`config.mk`:
```
export PLATFORM = sky130hd
export DESIGN_NAME = fetch_sequencer
export DESIGN_NICKNAME = d
export VERILOG_FILES = /design/src/rtl/fetch_sequencer.sv
export SDC_FILE = /design/constraint.sdc
export NUM_CORES = 1
export LEC_CHECK = 0
export ABC_CLOCK_PERIOD_IN_PS = 4200
export CORE_MARGIN = 5
export CORE_UTILIZATION = 42
export DETAILED_ROUTE_END_ITERATION = 8
export GPL_TIMING_DRIVEN = 0
export PLACE_DENSITY = 0.95
export SLEW_MARGIN = 20
export SYNTH_ARGS = -nofsm -noshare
export SYNTH_HDL_FRONTEND = slang
export SYNTH_SLANG_ARGS = --single-unit
```
`constraint.sdc`:
```
create_clock -name clk -period 4.2 [get_ports clk]
set_clock_uncertainty 0.05 [all_clocks]
set_input_delay 1.26 -clock clk [delete_from_list [all_inputs] [get_ports clk]]
set_output_delay 1.26 -clock clk [all_outputs]
set_load 0.02 [all_outputs]
```
`src/rtl/fetch_sequencer.sv`:
```
// rtl/fetch_sequencer.sv - instruction-fetch sequencer driving PC strobes and memory reads
//
// Ports:
//   clk, rst (async active-low)
//   start, halt                     - run control
//   pc_value / pc_in, pc_load,
//   pc_inc, pc_dec                  - PC register interface
//   mem_req_valid/ready, mem_addr   - read request
//   mem_rsp_valid/err/data          - read response (single cycle)
//   instr_valid/ready/data/addr     - fetched instruction to decode
//   jump_req, jump_addr, rewind     - redirect controls sampled at the instruction handshake
//   busy, fault                     - status
module fetch_sequencer #(
  parameter int ADDR_SIZE  = 11,
  parameter int INSTR_SIZE = 16,
  parameter int MAX_RETRY  = 3
) (
  input  logic                  clk,
  input  logic                  rst,
  input  logic                  start,
  input  logic                  halt,
  input  logic [ADDR_SIZE-1:0]  pc_value,
  output logic [ADDR_SIZE-1:0]  pc_in,
  output logic                  pc_load,
  output logic                  pc_inc,
  output logic                  pc_dec,
  output logic                  mem_req_valid,
  input  logic                  mem_req_ready,
  output logic [ADDR_SIZE-1:0]  mem_addr,
  input  logic                  mem_rsp_valid,
  input  logic                  mem_rsp_err,
  input  logic [INSTR_SIZE-1:0] mem_rsp_data,
  output logic                  instr_valid,
  input  logic                  instr_ready,
  output logic [INSTR_SIZE-1:0] instr_data,
  output logic [ADDR_SIZE-1:0]  instr_addr,
  input  logic                  jump_req,
  input  logic [ADDR_SIZE-1:0]  jump_addr,
  input  logic                  rewind,
  output logic                  busy,
  output logic                  fault
);

  localparam int CW = $clog2(MAX_RETRY + 1);

  typedef enum logic [2:0] {
    S_IDLE,
    S_REQ,
    S_WAIT,
    S_HOLD,
    S_FAULT
  } state_t;

  state_t                state, state_nxt;
  logic [CW-1:0]         retry_cnt, retry_nxt;
  // Address of the outstanding read; the PC may already have moved on by
  // the time the response arrives, so it cannot be re-read from pc_value.
  logic [ADDR_SIZE-1:0]  req_addr;
  logic                  rsp_ok;

  assign rsp_ok = (state == S_WAIT) && mem_rsp_valid && !mem_rsp_err;

  always_ff @(posedge clk or negedge rst) begin
    if (!rst) begin
      state      <= S_IDLE;
      retry_cnt  <= '0;
      req_addr   <= '0;
      instr_data <= '0;
      instr_addr <= '0;
    end else begin
      state     <= state_nxt;
      retry_cnt <= retry_nxt;
      if (state == S_REQ && mem_req_ready) begin
        req_addr <= pc_value;
      end
      if (rsp_ok) begin
        instr_data <= mem_rsp_data;
        instr_addr <= req_addr;
      end
    end
  end

  always_comb begin
    state_nxt     = state;
    retry_nxt     = retry_cnt;
    pc_in         = '0;
    pc_load       = 1'b0;
    pc_inc        = 1'b0;
    pc_dec        = 1'b0;
    mem_req_valid = 1'b0;
    mem_addr      = '0;
    instr_valid   = 1'b0;
    busy          = 1'b0;
    fault         = 1'b0;

    case (state)
      S_IDLE: begin
        if (start) state_nxt = S_REQ;
      end
      S_REQ: begin
        busy          = 1'b1;
        mem_req_valid = 1'b1;
        mem_addr      = pc_value;
        if (mem_req_ready) state_nxt = S_WAIT;
      end
      S_WAIT: begin
        busy = 1'b1;
        if (mem_rsp_valid) begin
          if (!mem_rsp_err) begin
            pc_inc    = 1'b1;
            retry_nxt = '0;
            state_nxt = S_HOLD;
          end else begin
            // PC was not incremented, so REQ re-issues the same address.
            retry_nxt = retry_cnt + CW'(1);
            state_nxt = (retry_nxt == CW'(MAX_RETRY)) ? S_FAULT : S_REQ;
          end
        end
      end
      S_HOLD: begin
        busy        = 1'b1;
        instr_valid = 1'b1;
        if (instr_ready) begin
          if (jump_req) begin
            pc_load = 1'b1;
            pc_in   = jump_addr;
          end else if (rewind) begin
            // PC already points past instr_addr; step back to re-fetch it.
            pc_dec = 1'b1;
          end
          state_nxt = halt ? S_IDLE : S_REQ;
        end
      end
      S_FAULT: begin
        fault = 1'b1;
        if (start) begin
          retry_nxt = '0;
          state_nxt = S_REQ;
        end
      end
      default: state_nxt = S_IDLE;
    endcase
  end

endmodule

```
### Word-level counts from Yosys, hierarchy flattened

Cells that the tools add are included.

* mux-type cells: 30
* $add $sub $neg: 1
* eq/ne operators: 10
* reduce and logical (&&, ||, !) cells: 10

Operator list (number)
* 11-bit 2-to-1 mux: 4
* 3-bit 2-to-1 mux: 6
* 1-bit 2-to-1 mux: 15
* 3-bit case mux with 4 select lines: 1
* 2-bit inequality test (second input constant): 4
* 3-bit by 2-bit equality test with 1-bit output (second input constant): 2
* 2-bit 2-to-1 mux: 3
* 2-bit case mux with 2 select lines: 1
* 4-bit AND reduction: 1
* 3-bit by 1-bit equality test with 1-bit output (second input constant): 1
* 3-bit equality test (second input constant): 1
* 1-bit logical AND: 3
* 3-bit zero test: 1
* 3-bit AND reduction: 1
* 3-bit OR reduction: 1
* 2-bit by 1-bit adder with 2-bit output (second input constant): 1
* 2-bit equality test (second input constant): 1
* 2-bit by 1-bit inequality test with 1-bit output (second input constant): 1
* 2-bit nonzero test: 1
* 2-bit OR reduction: 1
* 1-bit zero test: 1

* word-level logic and storage cells: 56
* output and inout bits: 56
* register bits after elaboration: 43
* bits of input ports: 48

### Longest topological paths before layout

* depth after elaboration: 6
* mapped depth: 5
* depth with buffers taken out: 5

### Worst setup path after synthesis

OpenSTA, ideal clock, no wires.

* kind: input to output
* start: input mem_rsp_err
* end: output pc_inc
* setup slack: 0.668 ns
* data required time: 2.890 ns
* buffers on the path: 2
* stages: 4
* arrival time: 2.222 ns
* path through: or4_1 > buf_6 > buf_6 > inv_1

* longest elaborated chain between the ends: 3

RTL lines
* start, declared: line 31 `input logic mem_rsp_err,`
* 1-bit 2-to-1 mux: line 109 `if (!mem_rsp_err) begin`
* 1-bit 2-to-1 mux: line 108 `if (mem_rsp_valid) begin`
* 1-bit 2-to-1 mux: line 96 `case (state)`
* end, declared: line 25 `output logic pc_inc,`

Every way passes these cells.

### Worst setup path after layout

* start: input mem_rsp_valid
* end: output pc_inc

* longest elaborated chain between the ends: 2

RTL lines
* start, declared: line 30 `input logic mem_rsp_valid,`
* 1-bit 2-to-1 mux: line 108
* 1-bit 2-to-1 mux: line 96

Every way passes these cells.

==> results by group <==
Pwr
  • Leakage: 1.52 nW
  • Clock Power Share: 16.7%
  • Portion of total power attributed to sequential cells: 32.4%
  • Share of power burned in combinational logic: 50.9%
  • Design internal power: 1.49 mW
  • Overall power consumption: 2.24 mW
  • Pwr/cell area: 686 nW/um^2
  • Switch Pwr: 0.750 mW
  • Switching share of power: 33.5%
  • Maximum resistive drop on vdd: 381 uV

Clock tree
  • Cts-stage hold buffer count: 0
  • Clock Tree Root: clkbuf_8
  • H-tree depth: 2
  • Clk sinks: 43
  • Skew-Pair Late Insertion Delay: 0.29 ns
  • Clock tree from TritonCTS: built
  • Register clock-pin slew on the reported worst setup and hold paths: 0.08 ns
  • CTS buffer count: 5
  • Clock Path Buffers: 2

Detailed routing
  • Residual antenna-violating net count after detailed routing: 0
  • Average wire length per cell after detail routing: 16.1 um
  • DR vias: 1544
  • DRT iter0 DRCs: 50
  • Wire length after detailed routing: 5100 um
  • Number of detailed-route iterations in the first pass: 4
  • Ratio of routed vias to standard cells: 4.89
  • Number of DRC violations after detailed routing: 0

Timing
  • Minimum setup slack in the final design: 0.0752 ns
  • Final number of setup-violating endpoints: 0
  • Final Max Tran Viols: 0
  • Worst hold slack: 0.459 ns
  • Final critical-path share of the clock period: 98.2%
  • Final TNS setup: 0 ns
  • Time the final worst path needs with I/O delays and setup: 4.12 ns
  • Maximum achievable frequency: 242 MHz
  • Fin. Hold Viols: 0
  • Unrepaired setup endpoints after global routing: false
  • Worst slew margin: 72.0%
  • Transition at the pin with the smallest max-transition slack: 0.420 ns

Finish
  • Leading cell types in the layout, fill and taps excluded: 91 x clkdlybuf4s50_1, 43 x dfrtp_1, 23 x and2_1
  • Number of nets in the layout: 310
  • Fraction of final layout cells with drive strength greater than 1: 22.1%
  • Most common cell after layout, fill and taps aside: clkdlybuf4s50_1
  • Filler cell count: 357
  • Signed area change from the synthesized netlist to the final layout: 62.7%
  • Number of antenna repair diodes: 0
  • Final design area excluding fillers: 3260 um^2
  • Final std cells w/o fill: 316
  • Final standard cell utilization of the core: 69.5%

Hold path
  • Type of the worst min-delay path: reg2reg

Worst setup path
  • Required time reported for the critical path endpoint: 2.89 ns
  • Worst-path maximum fanout: 10
  • Data arrival time of the worst path: 2.81 ns
  • Critical Path End Type: output port
  • Highest cell delay on the worst timing path: 0.51 ns
  • Launching element type of the critical path: primary input
  • Worst Setup Path Type: in2out
  • Worst-path cell chain: clkdlybuf4s50_1 -> nand2_1 -> or4_1 -> buf_6 -> buf_6 -> inv_1 -> buf_2
  • Critical Path Slowest Stage Cell: clkdlybuf4s50_1
  • Crit-path most repeated cell: buf_6

Placement
  • Worst Setup Slack post-DPL: -0.404 ns
  • Sum of net half-perimeters after detailed placement: 4070 um
  • Placed Instances: 305
  • Placed standard-cell area: 3120 um^2
  • Placer's final routability congestion estimate: 0.711
  • Number of port buffers: 103

Die
  • Total core area: 4690 um^2
  • Die footprint: 6250 um^2
  • Count of pins on the block boundary: 104
  • Number of standard-cell rows in the floorplan: 25
  • Die Span Y: 79.1 um
  • Starting Density: 42.7%
  • Die Wd: 79.1 um

Job
  • Count of maximum capacitance violations: 0

Run status
  • Run status: finished clean

Logic synthesis
  • Proportion of synthesized flip-flops having asynchronous set or reset: 100%
  • Post-synthesis net count: 196
  • Total number of yosys warnings: 0
  • Post-synth cell types: 29
  • Post-synthesis average cell area: 13.6 um^2
  • Sequential-to-total area share from yosys stat: 53.7%
  • Flops & latches, synth: 43
  • Mapped Area: 2000 um^2
  • Cell count after synthesis: 147
  • Number of flops mapped to enable cells by yosys: 0
  • Primary FF master, synth: dfrtp_1

Global routing
  • Pin count of the biggest net entering global routing: 28
  • Number of global-route vias before repair: 1663
  • Wire length of the first global-routing pass: 8350 um
  • Antenna violations before repair: 0
  • Global route overflow: 0
  • Total track usage: 17.1%
synth_stat cells (2+ instances only):
library cell	n	share of area [%]
inv_1	3	0.56
mux2_4	19	14
and2_1	23	7.2
dfrtp_1	43	54
nor2_1	3	0.56
buf_6	3	1.7
o211ai_1	2	0.75
mux2_2	20	11
clkbuf_1	3	0.56
nor3b_1	3	1.1
a21oi_1	3	0.75
nand3b_1	2	0.75
nand2_1	4	0.75
flip-flops by register name, summed over array words and instances (netlist names):
name	flops
instr_data	16
instr_addr	11
req_addr	11
state	3
retry_cnt	2
power groups by stage:
stage	Combinational [mW]	Clock [mW]	Sequential, mW
finish	1.14	0.373	0.725
global route	1.21	0.401	0.759
CTS	1.15	0.385	0.728
detailed placement	1.15	0	0.732
global placement	1.12	0	0.716
floorplan	0.484	0	0.870
final timing paths:
check                      slack (ns)  cells after the start     startpoint       endpoint
max                              0.08                      7  mem_rsp_valid         pc_inc
min                              0.46                      1    req_addr[8]  instr_addr[8]
max reg2reg                      2.31                      5       state[2]    req_addr[4]
min reg2reg                      0.46                      1    req_addr[8]  instr_addr[8]
max in group asynchronous        2.78                      2            rst  instr_data[9]
min in group asynchronous        0.84                      1            rst    req_addr[2]
area by class of cell:
cell class / count / area (um^2) / share of cell area (%)
Sequential cell: 43 / 1080 / 33.0
Inverter: 3 / 11.3 / 0.345
Clock buffer: 6 / 72.6 / 2.23
Buffer: 9 / 62.6 / 1.92
Multi-Input combinational cell: 92 / 856 / 26.2
Clock inverter: 2 / 60.1 / 1.84
Tap cell: 54 / 67.6 / 2.07
Timing Repair Buffer: 107 / 1050 / 32.3
cell families (layout without fill, tap and decap cells):
group	count (synthesis)	after routing	share of synthesized area, %
mux	40	40	26.0
flops	43	43	53.7
buf+inv	12	127	3.62
simple gates	43	43	13.4
fa+ha+maj	1	1	0.624
compound gates	8	8	2.68
worst max-delay path, delay by kind of cell:
kind	cells	cell delay, ns
and+or+nand+nor	2	0.53
buffers and inverters	5	1.02
per-layer routing:
metal	vias to the layer above	global-route usage, %	wire (um)
met2	49	30.1	2710
met5	-	0	0
met4	0	5.15	67
met3	9	4.99	315
li1	731	-	-
met1	755	20.2	2010
what timing repair did:
action                     in CTS  in global routing
gates resized for setup        14                  1
setup endpoints to repair      11                  2
setup buffers                   0                  3
gates cloned                    0                  0
Note: power is estimated with default switching activity, not from simulation.
